[src/rtl/membus_pkg.sv]
// Shared types and defaults for the memory bus arbiter.
// Latency: n/a (declarations only).
// Backpressure: n/a.
package membus_pkg;

  localparam int          MB_AW           = 20;
  localparam int unsigned MB_PROT_LIMIT   = 32'h0000_0400;
  localparam int          MB_ADDR_TIMEOUT = 255;

  typedef enum logic [1:0] {
    IDLE     = 2'd0,
    CPU_ADDR = 2'd1,
    DMA_OP   = 2'd2
  } mb_state_t;

endpackage

[src/rtl/membus_arbiter_if.sv]
// CPU, DMA and RAM-side signal bundle for the memory bus arbiter.
// Latency: n/a (wires only).
// Backpressure: DMA holds dma_req until dma_ack; the CPU side has no stall.
interface membus_arbiter_if
  import membus_pkg::*;
#(
  parameter int AW = MB_AW
) ();

  // CPU side
  logic [63:0]   cpu_ad;
  logic [7:0]    cpu_tag;
  logic          cpu_astb;
  logic          cpu_atomic;
  logic          cpu_rd;
  logic          cpu_wr;
  logic          cpu_wforce;
  logic [63:0]   cpu_data;
  logic [7:0]    cpu_dtag;

  // DMA side
  logic          dma_req;
  logic          dma_we;
  logic [AW-1:0] dma_addr;
  logic [63:0]   dma_wdata;
  logic [7:0]    dma_wtag;
  logic          dma_ack;
  logic [63:0]   dma_rdata;
  logic [7:0]    dma_rtag;

  // RAM side (synchronous RAM, one-cycle read latency)
  logic [AW-1:0] mem_addr;
  logic [63:0]   mem_wdata;
  logic [7:0]    mem_wtag;
  logic          mem_re;
  logic          mem_we;
  logic [63:0]   mem_rdata;
  logic [7:0]    mem_rtag;

  // Status
  logic          prot_err;
  logic          timeout_err;
  logic          locked;

  // Arbiter view
  modport slave (
    input  cpu_ad, cpu_tag, cpu_astb, cpu_atomic, cpu_rd, cpu_wr, cpu_wforce,
    output cpu_data, cpu_dtag,
    input  dma_req, dma_we, dma_addr, dma_wdata, dma_wtag,
    output dma_ack, dma_rdata, dma_rtag,
    output mem_addr, mem_wdata, mem_wtag, mem_re, mem_we,
    input  mem_rdata, mem_rtag,
    output prot_err, timeout_err, locked
  );

  // Environment view (CPU, DMA engine and RAM together)
  modport master (
    output cpu_ad, cpu_tag, cpu_astb, cpu_atomic, cpu_rd, cpu_wr, cpu_wforce,
    input  cpu_data, cpu_dtag,
    output dma_req, dma_we, dma_addr, dma_wdata, dma_wtag,
    input  dma_ack, dma_rdata, dma_rtag,
    input  mem_addr, mem_wdata, mem_wtag, mem_re, mem_we,
    output mem_rdata, mem_rtag,
    input  prot_err, timeout_err, locked
  );

endinterface

[src/rtl/membus_timeout.sv]
// Idle-cycle counter that flags an address phase left hanging too long.
// Latency: expire is combinational in the LIMIT-th consecutive enabled cycle.
// Backpressure: none; clear wins over enable.
module membus_timeout #(
  parameter int LIMIT = 255
) (
  input  logic clk,
  input  logic reset,
  input  logic clear,
  input  logic enable,
  output logic expire
);

  localparam int            CW   = (LIMIT > 1) ? $clog2(LIMIT) : 1;
  localparam logic [CW-1:0] LAST = CW'(LIMIT - 1);

  logic [CW-1:0] cnt_q;

  assign expire = enable && (cnt_q == LAST);

  // Count enabled cycles; wrap to zero on expiry so the pulse is one cycle.
  always_ff @(posedge clk) begin
    if (reset || clear) begin
      cnt_q <= '0;
    end else if (enable) begin
      cnt_q <= expire ? '0 : cnt_q + 1'b1;
    end
  end

endmodule

[src/rtl/membus_arbiter.sv]
// Arbitrates one shared synchronous RAM between a CPU address/data bus and a DMA port.
// Latency: RAM op issued in the rd/wr/grant cycle; read data returned the following cycle.
// Backpressure: CPU always wins; DMA holds dma_req until its one-cycle dma_ack and may starve.
module membus_arbiter
  import membus_pkg::*;
#(
  parameter int          AW           = MB_AW,
  parameter int unsigned PROT_LIMIT   = MB_PROT_LIMIT,
  parameter int          ADDR_TIMEOUT = MB_ADDR_TIMEOUT
) (
  input logic             clk,
  input logic             reset,
  membus_arbiter_if.slave bus
);

  localparam logic [AW-1:0] PROT_LIM_A = AW'(PROT_LIMIT);

  mb_state_t     state_q, state_d;
  logic [AW-1:0] addr_q, addr_d;
  logic          atomic_q, atomic_d;
  logic          locked_q, locked_d;
  logic          cpu_rd_q, dma_rd_q, rst_q;
  logic [63:0]   cpu_data_q, dma_rdata_q;
  logic [7:0]    cpu_dtag_q, dma_rtag_q;

  logic          mem_re, mem_we;
  logic [AW-1:0] mem_addr;
  logic [63:0]   mem_wdata;
  logic [7:0]    mem_wtag;
  logic          prot_err, timeout_err, dma_ack;
  logic          dma_grant, cpu_rd_issue;
  logic          write_prot, tmo_en, tmo_expire;

  assign write_prot = (addr_q < PROT_LIM_A) && !bus.cpu_wforce;

  // Idle address-phase cycles are those in CPU_ADDR with no strobe, read or write.
  assign tmo_en = (state_q == CPU_ADDR) && !bus.cpu_astb && !bus.cpu_rd
                  && !bus.cpu_wr && !reset;

  membus_timeout #(
    .LIMIT(ADDR_TIMEOUT)
  ) u_timeout (
    .clk   (clk),
    .reset (reset),
    .clear (!tmo_en),
    .enable(tmo_en),
    .expire(tmo_expire)
  );

  // Next state, RAM command and status pulses; everything is forced idle while reset is high.
  always_comb begin
    state_d      = state_q;
    addr_d       = addr_q;
    atomic_d     = atomic_q;
    locked_d     = locked_q;
    mem_re       = 1'b0;
    mem_we       = 1'b0;
    mem_addr     = addr_q;
    mem_wdata    = bus.cpu_ad;
    mem_wtag     = bus.cpu_tag;
    prot_err     = 1'b0;
    timeout_err  = 1'b0;
    dma_ack      = 1'b0;
    dma_grant    = 1'b0;
    cpu_rd_issue = 1'b0;

    case (state_q)
      IDLE: begin
        if (bus.cpu_astb) begin
          addr_d   = bus.cpu_ad[AW-1:0];
          atomic_d = bus.cpu_atomic;
          locked_d = 1'b0;
          state_d  = CPU_ADDR;
        end else if (bus.dma_req && !locked_q && !rst_q) begin
          // rst_q keeps the RAM quiet in the first cycle out of reset.
          dma_grant = 1'b1;
          mem_addr  = bus.dma_addr;
          mem_wdata = bus.dma_wdata;
          mem_wtag  = bus.dma_wtag;
          mem_we    = bus.dma_we;
          mem_re    = !bus.dma_we;
          state_d   = DMA_OP;
        end
      end

      CPU_ADDR: begin
        if (bus.cpu_astb) begin
          // A fresh strobe restarts the access and drops any lock.
          addr_d   = bus.cpu_ad[AW-1:0];
          atomic_d = bus.cpu_atomic;
          locked_d = 1'b0;
        end else if (bus.cpu_rd) begin
          // Read wins over a simultaneous write.
          mem_re       = 1'b1;
          cpu_rd_issue = 1'b1;
          if (atomic_q) begin
            locked_d = 1'b1;
          end else begin
            state_d = IDLE;
          end
        end else if (bus.cpu_wr) begin
          // A protected write is dropped but still ends the access.
          mem_we   = !write_prot;
          prot_err = write_prot;
          locked_d = 1'b0;
          state_d  = IDLE;
        end else if (tmo_expire) begin
          timeout_err = 1'b1;
          locked_d    = 1'b0;
          state_d     = IDLE;
        end
      end

      DMA_OP: begin
        dma_ack = 1'b1;
        if (bus.cpu_astb) begin
          addr_d   = bus.cpu_ad[AW-1:0];
          atomic_d = bus.cpu_atomic;
          locked_d = 1'b0;
          state_d  = CPU_ADDR;
        end else begin
          state_d = IDLE;
        end
      end

      default: state_d = IDLE;
    endcase

    if (reset) begin
      mem_re       = 1'b0;
      mem_we       = 1'b0;
      prot_err     = 1'b0;
      timeout_err  = 1'b0;
      dma_ack      = 1'b0;
      dma_grant    = 1'b0;
      cpu_rd_issue = 1'b0;
    end
  end

  // Control state: FSM, latched address, lock and read-return flags.
  always_ff @(posedge clk) begin
    if (reset) begin
      state_q  <= IDLE;
      addr_q   <= '0;
      atomic_q <= 1'b0;
      locked_q <= 1'b0;
      cpu_rd_q <= 1'b0;
      dma_rd_q <= 1'b0;
      rst_q    <= 1'b1;
    end else begin
      state_q  <= state_d;
      addr_q   <= addr_d;
      atomic_q <= atomic_d;
      locked_q <= locked_d;
      cpu_rd_q <= cpu_rd_issue;
      dma_rd_q <= dma_grant && !bus.dma_we;
      rst_q    <= 1'b0;
    end
  end

  // Hold the last returned read data so it stays stable between reads.
  always_ff @(posedge clk) begin
    if (reset) begin
      cpu_data_q  <= '0;
      cpu_dtag_q  <= '0;
      dma_rdata_q <= '0;
      dma_rtag_q  <= '0;
    end else begin
      if (cpu_rd_q) begin
        cpu_data_q <= bus.mem_rdata;
        cpu_dtag_q <= bus.mem_rtag;
      end
      if (dma_rd_q) begin
        dma_rdata_q <= bus.mem_rdata;
        dma_rtag_q  <= bus.mem_rtag;
      end
    end
  end

  // RAM output is forwarded in its return cycle, then the held copy takes over.
  assign bus.cpu_data    = cpu_rd_q ? bus.mem_rdata : cpu_data_q;
  assign bus.cpu_dtag    = cpu_rd_q ? bus.mem_rtag  : cpu_dtag_q;
  assign bus.dma_rdata   = dma_rd_q ? bus.mem_rdata : dma_rdata_q;
  assign bus.dma_rtag    = dma_rd_q ? bus.mem_rtag  : dma_rtag_q;
  assign bus.dma_ack     = dma_ack;
  assign bus.mem_addr    = mem_addr;
  assign bus.mem_wdata   = mem_wdata;
  assign bus.mem_wtag    = mem_wtag;
  assign bus.mem_re      = mem_re;
  assign bus.mem_we      = mem_we;
  assign bus.prot_err    = prot_err;
  assign bus.timeout_err = timeout_err;
  assign bus.locked      = locked_q;

endmodule

[src/flat_wrapper.sv]
// flat-port wrapper written by rule: the top's interface ports become plain ports
module membus_arbiter_flat import membus_pkg::*;
#(
  parameter int          AW           = MB_AW,
  parameter int unsigned PROT_LIMIT   = MB_PROT_LIMIT,
  parameter int          ADDR_TIMEOUT = MB_ADDR_TIMEOUT
)
  (clk, reset, bus_cpu_ad, bus_cpu_tag, bus_cpu_astb, bus_cpu_atomic, bus_cpu_rd, bus_cpu_wr, bus_cpu_wforce, bus_cpu_data, bus_cpu_dtag, bus_dma_req, bus_dma_we, bus_dma_addr, bus_dma_wdata, bus_dma_wtag, bus_dma_ack, bus_dma_rdata, bus_dma_rtag, bus_mem_addr, bus_mem_wdata, bus_mem_wtag, bus_mem_re, bus_mem_we, bus_mem_rdata, bus_mem_rtag, bus_prot_err, bus_timeout_err, bus_locked);
  membus_arbiter_if #(.AW(AW)) bus_i ();
  input logic clk;
  input logic reset;
  input wire logic [$bits(bus_i.cpu_ad)-1:0] bus_cpu_ad;
  input wire logic [$bits(bus_i.cpu_tag)-1:0] bus_cpu_tag;
  input wire logic [$bits(bus_i.cpu_astb)-1:0] bus_cpu_astb;
  input wire logic [$bits(bus_i.cpu_atomic)-1:0] bus_cpu_atomic;
  input wire logic [$bits(bus_i.cpu_rd)-1:0] bus_cpu_rd;
  input wire logic [$bits(bus_i.cpu_wr)-1:0] bus_cpu_wr;
  input wire logic [$bits(bus_i.cpu_wforce)-1:0] bus_cpu_wforce;
  output wire logic [$bits(bus_i.cpu_data)-1:0] bus_cpu_data;
  output wire logic [$bits(bus_i.cpu_dtag)-1:0] bus_cpu_dtag;
  input wire logic [$bits(bus_i.dma_req)-1:0] bus_dma_req;
  input wire logic [$bits(bus_i.dma_we)-1:0] bus_dma_we;
  input wire logic [$bits(bus_i.dma_addr)-1:0] bus_dma_addr;
  input wire logic [$bits(bus_i.dma_wdata)-1:0] bus_dma_wdata;
  input wire logic [$bits(bus_i.dma_wtag)-1:0] bus_dma_wtag;
  output wire logic [$bits(bus_i.dma_ack)-1:0] bus_dma_ack;
  output wire logic [$bits(bus_i.dma_rdata)-1:0] bus_dma_rdata;
  output wire logic [$bits(bus_i.dma_rtag)-1:0] bus_dma_rtag;
  output wire logic [$bits(bus_i.mem_addr)-1:0] bus_mem_addr;
  output wire logic [$bits(bus_i.mem_wdata)-1:0] bus_mem_wdata;
  output wire logic [$bits(bus_i.mem_wtag)-1:0] bus_mem_wtag;
  output wire logic [$bits(bus_i.mem_re)-1:0] bus_mem_re;
  output wire logic [$bits(bus_i.mem_we)-1:0] bus_mem_we;
  input wire logic [$bits(bus_i.mem_rdata)-1:0] bus_mem_rdata;
  input wire logic [$bits(bus_i.mem_rtag)-1:0] bus_mem_rtag;
  output wire logic [$bits(bus_i.prot_err)-1:0] bus_prot_err;
  output wire logic [$bits(bus_i.timeout_err)-1:0] bus_timeout_err;
  output wire logic [$bits(bus_i.locked)-1:0] bus_locked;
  assign bus_i.cpu_ad = bus_cpu_ad;
  assign bus_i.cpu_tag = bus_cpu_tag;
  assign bus_i.cpu_astb = bus_cpu_astb;
  assign bus_i.cpu_atomic = bus_cpu_atomic;
  assign bus_i.cpu_rd = bus_cpu_rd;
  assign bus_i.cpu_wr = bus_cpu_wr;
  assign bus_i.cpu_wforce = bus_cpu_wforce;
  assign bus_cpu_data = bus_i.cpu_data;
  assign bus_cpu_dtag = bus_i.cpu_dtag;
  assign bus_i.dma_req = bus_dma_req;
  assign bus_i.dma_we = bus_dma_we;
  assign bus_i.dma_addr = bus_dma_addr;
  assign bus_i.dma_wdata = bus_dma_wdata;
  assign bus_i.dma_wtag = bus_dma_wtag;
  assign bus_dma_ack = bus_i.dma_ack;
  assign bus_dma_rdata = bus_i.dma_rdata;
  assign bus_dma_rtag = bus_i.dma_rtag;
  assign bus_mem_addr = bus_i.mem_addr;
  assign bus_mem_wdata = bus_i.mem_wdata;
  assign bus_mem_wtag = bus_i.mem_wtag;
  assign bus_mem_re = bus_i.mem_re;
  assign bus_mem_we = bus_i.mem_we;
  assign bus_i.mem_rdata = bus_mem_rdata;
  assign bus_i.mem_rtag = bus_mem_rtag;
  assign bus_prot_err = bus_i.prot_err;
  assign bus_timeout_err = bus_i.timeout_err;
  assign bus_locked = bus_i.locked;
  membus_arbiter #(.AW(AW), .PROT_LIMIT(PROT_LIMIT), .ADDR_TIMEOUT(ADDR_TIMEOUT)) u_core (.clk(clk), .reset(reset), .bus(bus_i));
endmodule
[config.mk]
export PLATFORM = sky130hd
export DESIGN_NAME = membus_arbiter_flat
export DESIGN_NICKNAME = d
export VERILOG_FILES = /design/src/rtl/membus_pkg.sv /design/src/rtl/membus_arbiter_if.sv /design/src/rtl/membus_timeout.sv /design/src/rtl/membus_arbiter.sv /design/src/flat_wrapper.sv
export SDC_FILE = /design/constraint.sdc
export NUM_CORES = 1
export LEC_CHECK = 0
export ABC_AREA = 1
export CORE_AREA = 5 5 185 187
export CTS_CLUSTER_SIZE = 14
export DETAILED_ROUTE_END_ITERATION = 16
export DIE_AREA = 0 0 190 192
export PLACE_DENSITY = 0.66
export SYNTH_ARGS = -nofsm -noshare
export SYNTH_HDL_FRONTEND = slang
export SYNTH_SLANG_ARGS = --single-unit
[constraint.sdc]
create_clock -name clk -period 3.95 [get_ports clk]
set_clock_uncertainty 0.1 [all_clocks]
set_input_delay 0.395 -clock clk [delete_from_list [all_inputs] [get_ports clk]]
set_output_delay 0.395 -clock clk [all_outputs]
set_load 0.01 [all_outputs]
Yosys cells after proc, flatten, opt, wreduce, memory -nomap -nowiden
Cells that the tools add are included.
Widths: inputs -> output; s select.
Word-level totals
  register bits: 179
  bits of input ports: 245
  output and inout port bits: 242
Cells by class
  add/subtract/negate cells: 1
  magnitude comparators: 1
  eq/ne operators: 10
  muxes and demuxes: 61
  bitwise gates (word level): 1
  reductions and logical operators: 28
Operators with widths (number)
  $mux 64: 5
  $mux 20: 3
  $mux 8: 6
  $mux 1: 36
  $lt 20x11->1 const B: 1
  $mux 2: 7
  $logic_not 1->1: 10
  $logic_and 1x1->1: 9
  $add 8x1->8 const B: 1
  $eq 8x8->1 const B: 1
  $reduce_and 4->1: 2
  $pmux 1 s2: 3
  $pmux 2 s3: 1
  $ne 5x5->1 const B: 1
  $ne 4x3->1 const B: 1
  $ne 4x4->1 const B: 1
  $reduce_or 2->1: 2
  $ne 3x2->1 const B: 1
  $ne 3x3->1 const B: 1
  $reduce_or 3->1: 1
  $eq 2x1->1 const B: 1
  $eq 2x2->1 const B: 1
  $logic_not 2->1: 1
  $ne 2x1->1 const B: 1
  5 further kinds: 5

Depth between registers and ports, before layout
Gate-level depths: netlist of run 1.
  depth after elaboration: 12
  depth in mapped cells: 9
  depth with buffers taken out: 9

Modules after synthesis
From an unflattened synthesis of run 1, not the netlist that was laid out.
Unflattened totals
  cell total of the unflattened synthesis: 1278
  area total of the unflattened synthesis: 8094.0 um2
Modules (own cells, without submodules)
  membus_arbiter: instances 1, cells each 1219, area each 7657.3 um2
  membus_timeout: instances 1, cells each 59, area each 436.7 um2

Least setup slack after synthesis of run 1
OpenSTA, ideal clock, no wires.
  path kind: input -> output
  start: in bus_dma_req
  end: out bus_mem_wdata[23]
  data arrival time: 1356 ps
  data required time: 3455 ps
  setup slack: 2099 ps
  stages: 8
  path buffers: 2
  cells stage by stage: inv_1 > nor2_1 > nand3_1 > nor3_4 > buf_2 > buf_4 > nand2_1 > nand2_1
On the way
  cells in the longest elaborated chain, start to end: 5
RTL lines
  start, declared: RTL line flat_wrapper.sv:21  | input wire logic [$bits(bus_i.dma_req)-1:0] bus_dma_req;
  $logic_and 1x1->1 (2 in a row): RTL line membus_arbiter.sv:74  | end else if (bus.dma_req && !locked_q && !rst_q) begin
  $mux 64: RTL line membus_arbiter.sv:74
  $mux 64: RTL line membus_arbiter.sv:69  | if (bus.cpu_astb) begin
  $mux 64: RTL line membus_arbiter.sv:67  | case (state_q)
  end, declared: RTL line flat_wrapper.sv:30  | output wire logic [$bits(bus_i.mem_wdata)-1:0] bus_mem_wdata;
No other way between the ends.

Worst setup path after layout of run 1
  start: in bus_cpu_astb
  end: out bus_mem_wdata[60]
On the way
  cells in the longest elaborated chain, start to end: 2
RTL lines
  start, declared: RTL line flat_wrapper.sv:14  | input wire logic [$bits(bus_i.cpu_astb)-1:0] bus_cpu_astb;
  $mux 64: RTL line membus_arbiter.sv:69
  $mux 64: RTL line membus_arbiter.sv:67
No other way between the ends.

==> impl_metrics.py, run 1 <==
metrics = {
    "synth": {
        "syn-num-nets": 1485,
        "synth_top_area_share": 0.452,
        "postSynthAreaPerCell_um2": 6.40,
        "synth_top_area_cell": "dfxtp_1",
        "yosysWarnings": 0,
        "netlist_instances": 1238,
        "ys_seq_area_frac": 0.452,
        "synth.area.top_cells": "dfxtp_1 45%, nand2_1 33%, a21oi_1 11%",
        "syn_area_um2": 7920,
        "ys_ff_latch": 179,
        "yosysUniqueCellTypes": 21,
    },
    "floorplan": {
        "ios": 487,
        "dieArea_um2": 36500,
        "die_y_um": 192,
        "die_x_um": 190,
        "rows": 66,
        "coreArea_um2": 32300,
        "start_util": 0.245,
    },
    "hold_path": {
        "min_path_type": "input port to register",
    },
    "layout": {
        "drive_gt1_frac": 0.0260,
        "nets": 1928,
        "fill_cells": 3316,
        "area_growth_pct": 72.6,
    },
    "critical_path": {
        "cp-start-kind": "input port",
        "critical_path_required_ps": 3450,
        "critPathMaxFanout": 59,
        "ff2ff_setup_slack_ps": 2050,
        "worstPathCellList": "clkdlybuf4s50_1, inv_2, nand3_1, nor3_4, inv_2, buf_4, nand2_1, nand2_1, clkdlybuf4s50_1",
        "cp_slowest_cell": "inv_2",
        "critPathCaptureType": "output port",
        "arrival_ps": 3020,
        "cpPeakStageDelay_ps": 760,
        "worstSetupPathType": "input port to output port",
    },
    "grt": {
        "grt_start_max_net_pins": 116,
        "grt_pass1_vias": 9141,
        "grt_pass1_wl_mm": 52.7,
        "grt_overflow_total": 0,
        "antenna_found_initial": 8,
        "grt_use_total": 0.187,
    },
    "clock_tree": {
        "cts_max_level": 4,
        "cts_setup_buffers": 0,
        "cts_buffers": 17,
        "cts_sinks": 179,
        "cts_tree": "done",
        "clk_latency_ps": 420,
        "ctsRootBufferMaster": "clkbuf_16",
        "clkTransAtPathRegs_ps": 60,
        "hold_buffers": 0,
        "cts_buffer_depth": 2,
        "cts-resized-gates": 0,
    },
    "pwr": {
        "power_density_nw_per_um2": 310,
        "p_leak_nw": 6.01,
        "max-vdd-ir-drop_v": 0.000278,
    },
    "timing": {
        "tightestPinTransition_ps": 1050,
        "period_minus_slack_ps": 3510,
        "drv_slew": 0,
        "max_freq_mhz": 285,
        "setup_viol": 0,
        "worst_slack_ps": 436,
        "setup_tns_ps": 0,
        "rsz0062_at_grt": "false",
        "post-route-period-util": 0.890,
        "finalHoldViolCount": 0,
        "max_slew_margin": 0.297,
    },
    "routing": {
        "dr_total_vias": 9316,
        "post_drt_wl_per_cell_um": 16.9,
        "drc": 0,
        "vias_per_cell": 4.36,
        "dr.pass1.iters": 5,
        "drt-total-wl_mm": 36.2,
        "drtIter0Drc": 454,
        "ant_nets": 0,
    },
    "run_status": {
        "outcome": "finished, final reports clean",
    },
    "placed_design": {
        "io_buffers": 486,
        "dpl.hpwl_mm": 28.6,
        "gp_congestion": 0.914,
        "preCtsSetupSlack_ps": 429,
    },
    "job": {
        "drv_cap": 0,
    },
}
-- cell type report --
| class | instances | area [um2] | share of cell area |
|---|---|---|---|
| diodes | 2 | 5.00 | 0.000366 |
| well taps | 442 | 553 | 0.0404 |
| clock buffers | 24 | 472 | 0.0345 |
| inverters | 38 | 143 | 0.0104 |
| multi-input cells | 949 | 3910 | 0.286 |
| clock inverters | 5 | 55.1 | 0.00402 |
| repair buffers | 496 | 4960 | 0.362 |
| flip-flops and latches | 179 | 3590 | 0.262 |
-- worst max-delay path, delay by kind of cell --
kind,cells,cell delay [ps]
and+or+nand+nor,4,330
buffers and inverters,5,2250
-- power breakdown --
| group | switching [mW] | internal (mW) | leakage (nW) |
|---|---|---|---|
| Combinational | 0.349 | 0.452 | 4.30 |
| Clock | 0.690 | 0.890 | 0.252 |
| Sequential | 0.0159 | 1.84 | 1.45 |
| Total | 1.05 | 3.18 | 6.01 |
-- metal layers --
| layer | wire length (um) | share of wire | vias to the layer above | GRT usage |
|---|---|---|---|---|
| li1 | - | - | 4777 | - |
| met1 | 13400 | 0.37 | 4115 | 0.202 |
| met5 | 102 | 0.0028 | - | 0 |
| met4 | 1070 | 0.030 | 12 | 0.0665 |
| met2 | 18500 | 0.51 | 357 | 0.339 |
| met3 | 3140 | 0.087 | 55 | 0.0676 |
-- Yosys cell counts --
| library cell | instances |
|---|---|
| nor3_4 | 1 |
| nand3b_1 | 1 |
| dfxtp_1 | 179 |
| nand4_1 | 2 |
| and3_1 | 1 |
| buf_2 | 1 |
| a21oi_1 | 170 |
| clkbuf_1 | 60 |
| nand2_1 | 689 |
| nor2_1 | 23 |
| ha_1 | 2 |
| nand3_1 | 5 |
| o21ai_1 | 1 |
| buf_1 | 6 |
| nor3_1 | 6 |
| xor2_1 | 3 |
| inv_1 | 34 |
| o21ai_0 | 43 |
| nor3b_1 | 2 |
| inv_2 | 4 |
| buf_4 | 5 |
-- metrics by stage --
| step | hold WS, ps | std cells | total power [mW] | area [um2] | util |
|---|---|---|---|---|---|
| 2_1_floorplan | 323 | 1238 | 2.14 | 7920 | - |
| 3_3_place_gp | 345 | 2104 | 2.70 | 13100 | 0.407 |
| 3_5_place_dp | 349 | 2104 | 2.70 | 13100 | 0.407 |
| 4_1_cts | 146 | 2133 | 4.30 | 13700 | 0.423 |
| 5_1_grt | 169 | 2134 | 4.41 | 13700 | 0.424 |
| 6_report | 171 | 2135 | 4.24 | 13700 | 0.424 |
-- cell usage in the layout, fill, tap and decap left out, types with 3 or more instances in the layout --
master | netlist | routed
nand3_1 | 5 | 5
buf_4 | 5 | 11
nand2_1 | 689 | 689
dfxtp_1 | 179 | 177
nor3_1 | 6 | 6
o21ai_0 | 43 | 43
clkbuf_1 | 60 | 5
nor2_1 | 23 | 23
xor2_1 | 3 | 3
clkdlybuf4s50_1 | 0 | 483
a21oi_1 | 170 | 170
inv_1 | 34 | 34
clkbuf_16 | 0 | 17
inv_2 | 4 | 4
-- kinds of logic (layout without fill, tap and decap cells) --
| logic type | Yosys count | in the layout | share of synthesized area |
|---|---|---|---|
| other | 0 | 2 | 0 |
| AOI/OAI and AO/OA | 214 | 214 | 0.135 |
| buffers and inverters | 110 | 563 | 0.0546 |
| and+or+nand+nor | 730 | 730 | 0.351 |
| adders and majority gates | 2 | 2 | 0.00316 |
| DFF | 179 | 179 | 0.452 |
| xor gates and xnor gates | 3 | 3 | 0.00332 |
-- sequential cells by signal, indices dropped and copies added, names as in the netlist --
register and cells:
u_core.state_q 2, u_core.addr_q 20, u_core.atomic_q 1, u_core.cpu_rd_q 1, u_core.cpu_dtag_q 8, u_core.dma_rdata_q 64, u_core.cpu_data_q 64, u_core.dma_rd_q 1
u_core.bus.locked 1, u_core.u_timeout.cnt_q 8, u_core.rst_q 1, u_core.dma_rtag_q 8
-- path summary, 6_finish.rpt --
kind | startpoint | end | cells after the start
setup reg to reg | u_core.state_q[1] | u_core.addr_q[2] | 5
hold / removal | reset | u_core.cpu_rd_q | 4
hold reg to reg | u_core.u_timeout.cnt_q[0] | u_core.u_timeout.cnt_q[0] | 1
setup / recovery | bus_cpu_astb | bus_mem_wdata[60] | 9
Power figures use the tool's default switching activity.
==> run 2, diff against run 1 <==
--- a/config.mk
+++ b/config.mk
@@ -6,11 +6,11 @@
 export NUM_CORES = 1
 export LEC_CHECK = 0
 export ABC_AREA = 1
-export CORE_AREA = 5 5 185 187
+export CORE_AREA = 2 2 187 189
 export CTS_CLUSTER_SIZE = 14
 export DETAILED_ROUTE_END_ITERATION = 16
-export DIE_AREA = 0 0 190 192
-export PLACE_DENSITY = 0.66
+export DIE_AREA = 0 0 189 191
+export PLACE_DENSITY = 0.64
 export SYNTH_ARGS = -nofsm -noshare
 export SYNTH_HDL_FRONTEND = slang
 export SYNTH_SLANG_ARGS = --single-unit
==> run 2 against run 1 <==
First-iteration DRC count rose by 12%. Sequential power barely moved. Combinational power barely moved. Highest routed layer unchanged.
==> impl_metrics.py, run 2 (synthesis results as in run 1) <==
metrics = {
    "run_status": {
        "outcome": "finished, final reports clean",
    },
    "layout": {
        "final_common_cell": "nand2_1",
        "drive_gt1_frac": 0.0295,
        "nets": 1927,
        "layout_common_cells": "689 x nand2_1, 483 x clkdlybuf4s50_1, 177 x dfxtp_1",
        "finalNonFillerCells": 2150,
        "reg_top3": "u_core.cpu_data_q x64, u_core.dma_rdata_q x64, u_core.addr_q x20",
        "postLayoutCoreUtil": 0.404,
        "area_growth_pct": 73.7,
    },
    "routing": {
        "post_drt_wl_per_cell_um": 16.3,
        "drt-total-wl_mm": 35.1,
        "drc": 0,
        "dr.pass1.iters": 6,
        "dr_total_vias": 9455,
        "drtIter0Drc": 510,
        "ant_nets": 0,
        "vias_per_cell": 4.40,
    },
    "floorplan": {
        "start_util": 0.232,
        "die_y_um": 191,
        "die_x_um": 189,
        "ios": 487,
        "rows": 68,
        "coreArea_um2": 34100,
        "dieArea_um2": 36100,
    },
    "critical_path": {
        "worstPathCellList": "clkdlybuf4s50_1, inv_2, nand3_1, nor3_4, inv_2, nand2_1, nand2_1, clkdlybuf4s50_1",
        "cpPeakStageDelay_ps": 880,
        "cp_slowest_cell": "inv_2",
        "arrival_ps": 2980,
        "worstSetupPathType": "input port to output port",
        "cp-start-kind": "input port",
        "critical_path_required_ps": 3450,
        "critPathCaptureType": "output port",
        "critPathMaxFanout": 73,
    },
    "timing": {
        "max_freq_mhz": 287,
        "finalHoldViolCount": 0,
        "rsz0062_at_grt": "false",
        "drv_slew": 0,
        "post-route-period-util": 0.881,
        "tightestPinTransition_ps": 1260,
        "max_slew_margin": 0.159,
        "worst_slack_ps": 470,
        "period_minus_slack_ps": 3480,
        "setup_tns_ps": 0,
        "setup_viol": 0,
    },
    "grt": {
        "grt_overflow_total": 0,
        "antenna_found_initial": 5,
        "grt_pass1_vias": 8924,
        "grt_pass1_wl_mm": 51.6,
        "grt_start_max_net_pins": 116,
        "grt_use_total": 0.187,
    },
    "placed_design": {
        "preCtsSetupSlack_ps": 530,
        "place_inst": 2116,
        "dpl.hpwl_mm": 27.1,
        "gp_congestion": 0.922,
        "io_buffers": 486,
    },
    "clock_tree": {
        "clkTransAtPathRegs_ps": 60,
        "cts_tree": "done",
        "hold_buffers": 0,
        "cts_buffers": 17,
        "cts-resized-gates": 0,
        "ctsRootBufferMaster": "clkbuf_16",
        "cts_max_level": 4,
        "clk_latency_ps": 430,
        "cts_sinks": 179,
        "cts_buffer_depth": 2,
        "cts_setup_buffers": 0,
    },
    "pwr": {
        "power_density_nw_per_um2": 322,
        "power_mw": 4.44,
        "max-vdd-ir-drop_v": 0.000274,
        "p_leak_nw": 6.04,
    },
    "job": {
        "drv_cap": 0,
    },
    "hold_path": {
        "min_path_type": "input port to register",
    },
}
## run 2: cell count changes in the layout (fill, tap and decap cells not counted), sizes merged
cell,previous run,this run
bufinv,1,3
clkinvlp,2,3
inv,38,43
buf,13,12
clkbuf,24,18
clkinv,2,3
## run 2: where the power goes
group	switching, mW	internal (mW)
logic	0.347	0.453
clock network	0.771	1.01
registers	0.0169	1.84
## run 2: final cells by class
cell class / count / area (um2)
Fill cell: 3561 / 20400
Clock buffer: 18 / 429
Timing Repair Buffer: 495 / 4950
Tap cell: 455 / 569
Antenna cell: 2 / 5.00
Clock inverter: 14 / 178
Multi-Input combinational cell: 949 / 3910
Sequential cell: 179 / 3590
Inverter: 38 / 143
## run 2: worst paths after layout
kind                         from              endpoint  slack (ps)  depth (start not counted)
min reg2reg  u_core.dma_rtag_q[3]  u_core.dma_rtag_q[3]         370                          2
max                  bus_cpu_astb     bus_mem_wdata[51]         470                          8
min                         reset          u_core.rst_q         110                          1
max reg2reg     u_core.state_q[0]       u_core.dma_rd_q        2040                          5
## run 2: routing by layer
| metal | part of all wire | global-route usage |
|---|---|---|
| met4 | 0.041 | 0.0865 |
| met1 | 0.39 | 0.204 |
| met2 | 0.49 | 0.328 |
| met5 | 0.0012 | 0 |
| met3 | 0.082 | 0.0637 |
## run 2: critical path, delay by kind of cell
family,cells,cell delay (ps)
and+or+nand+nor,4,460
buffers and inverters,4,2060
## run 2: per-stage QoR
step / cell area, um2 / hold slack (ps)
after CTS: 13800 / 87.7
after detailed placement: 13200 / 360
after global placement: 13200 / 344
final: 13800 / 113
after floorplan: 7920 / 323
after global routing: 13800 / 80.7
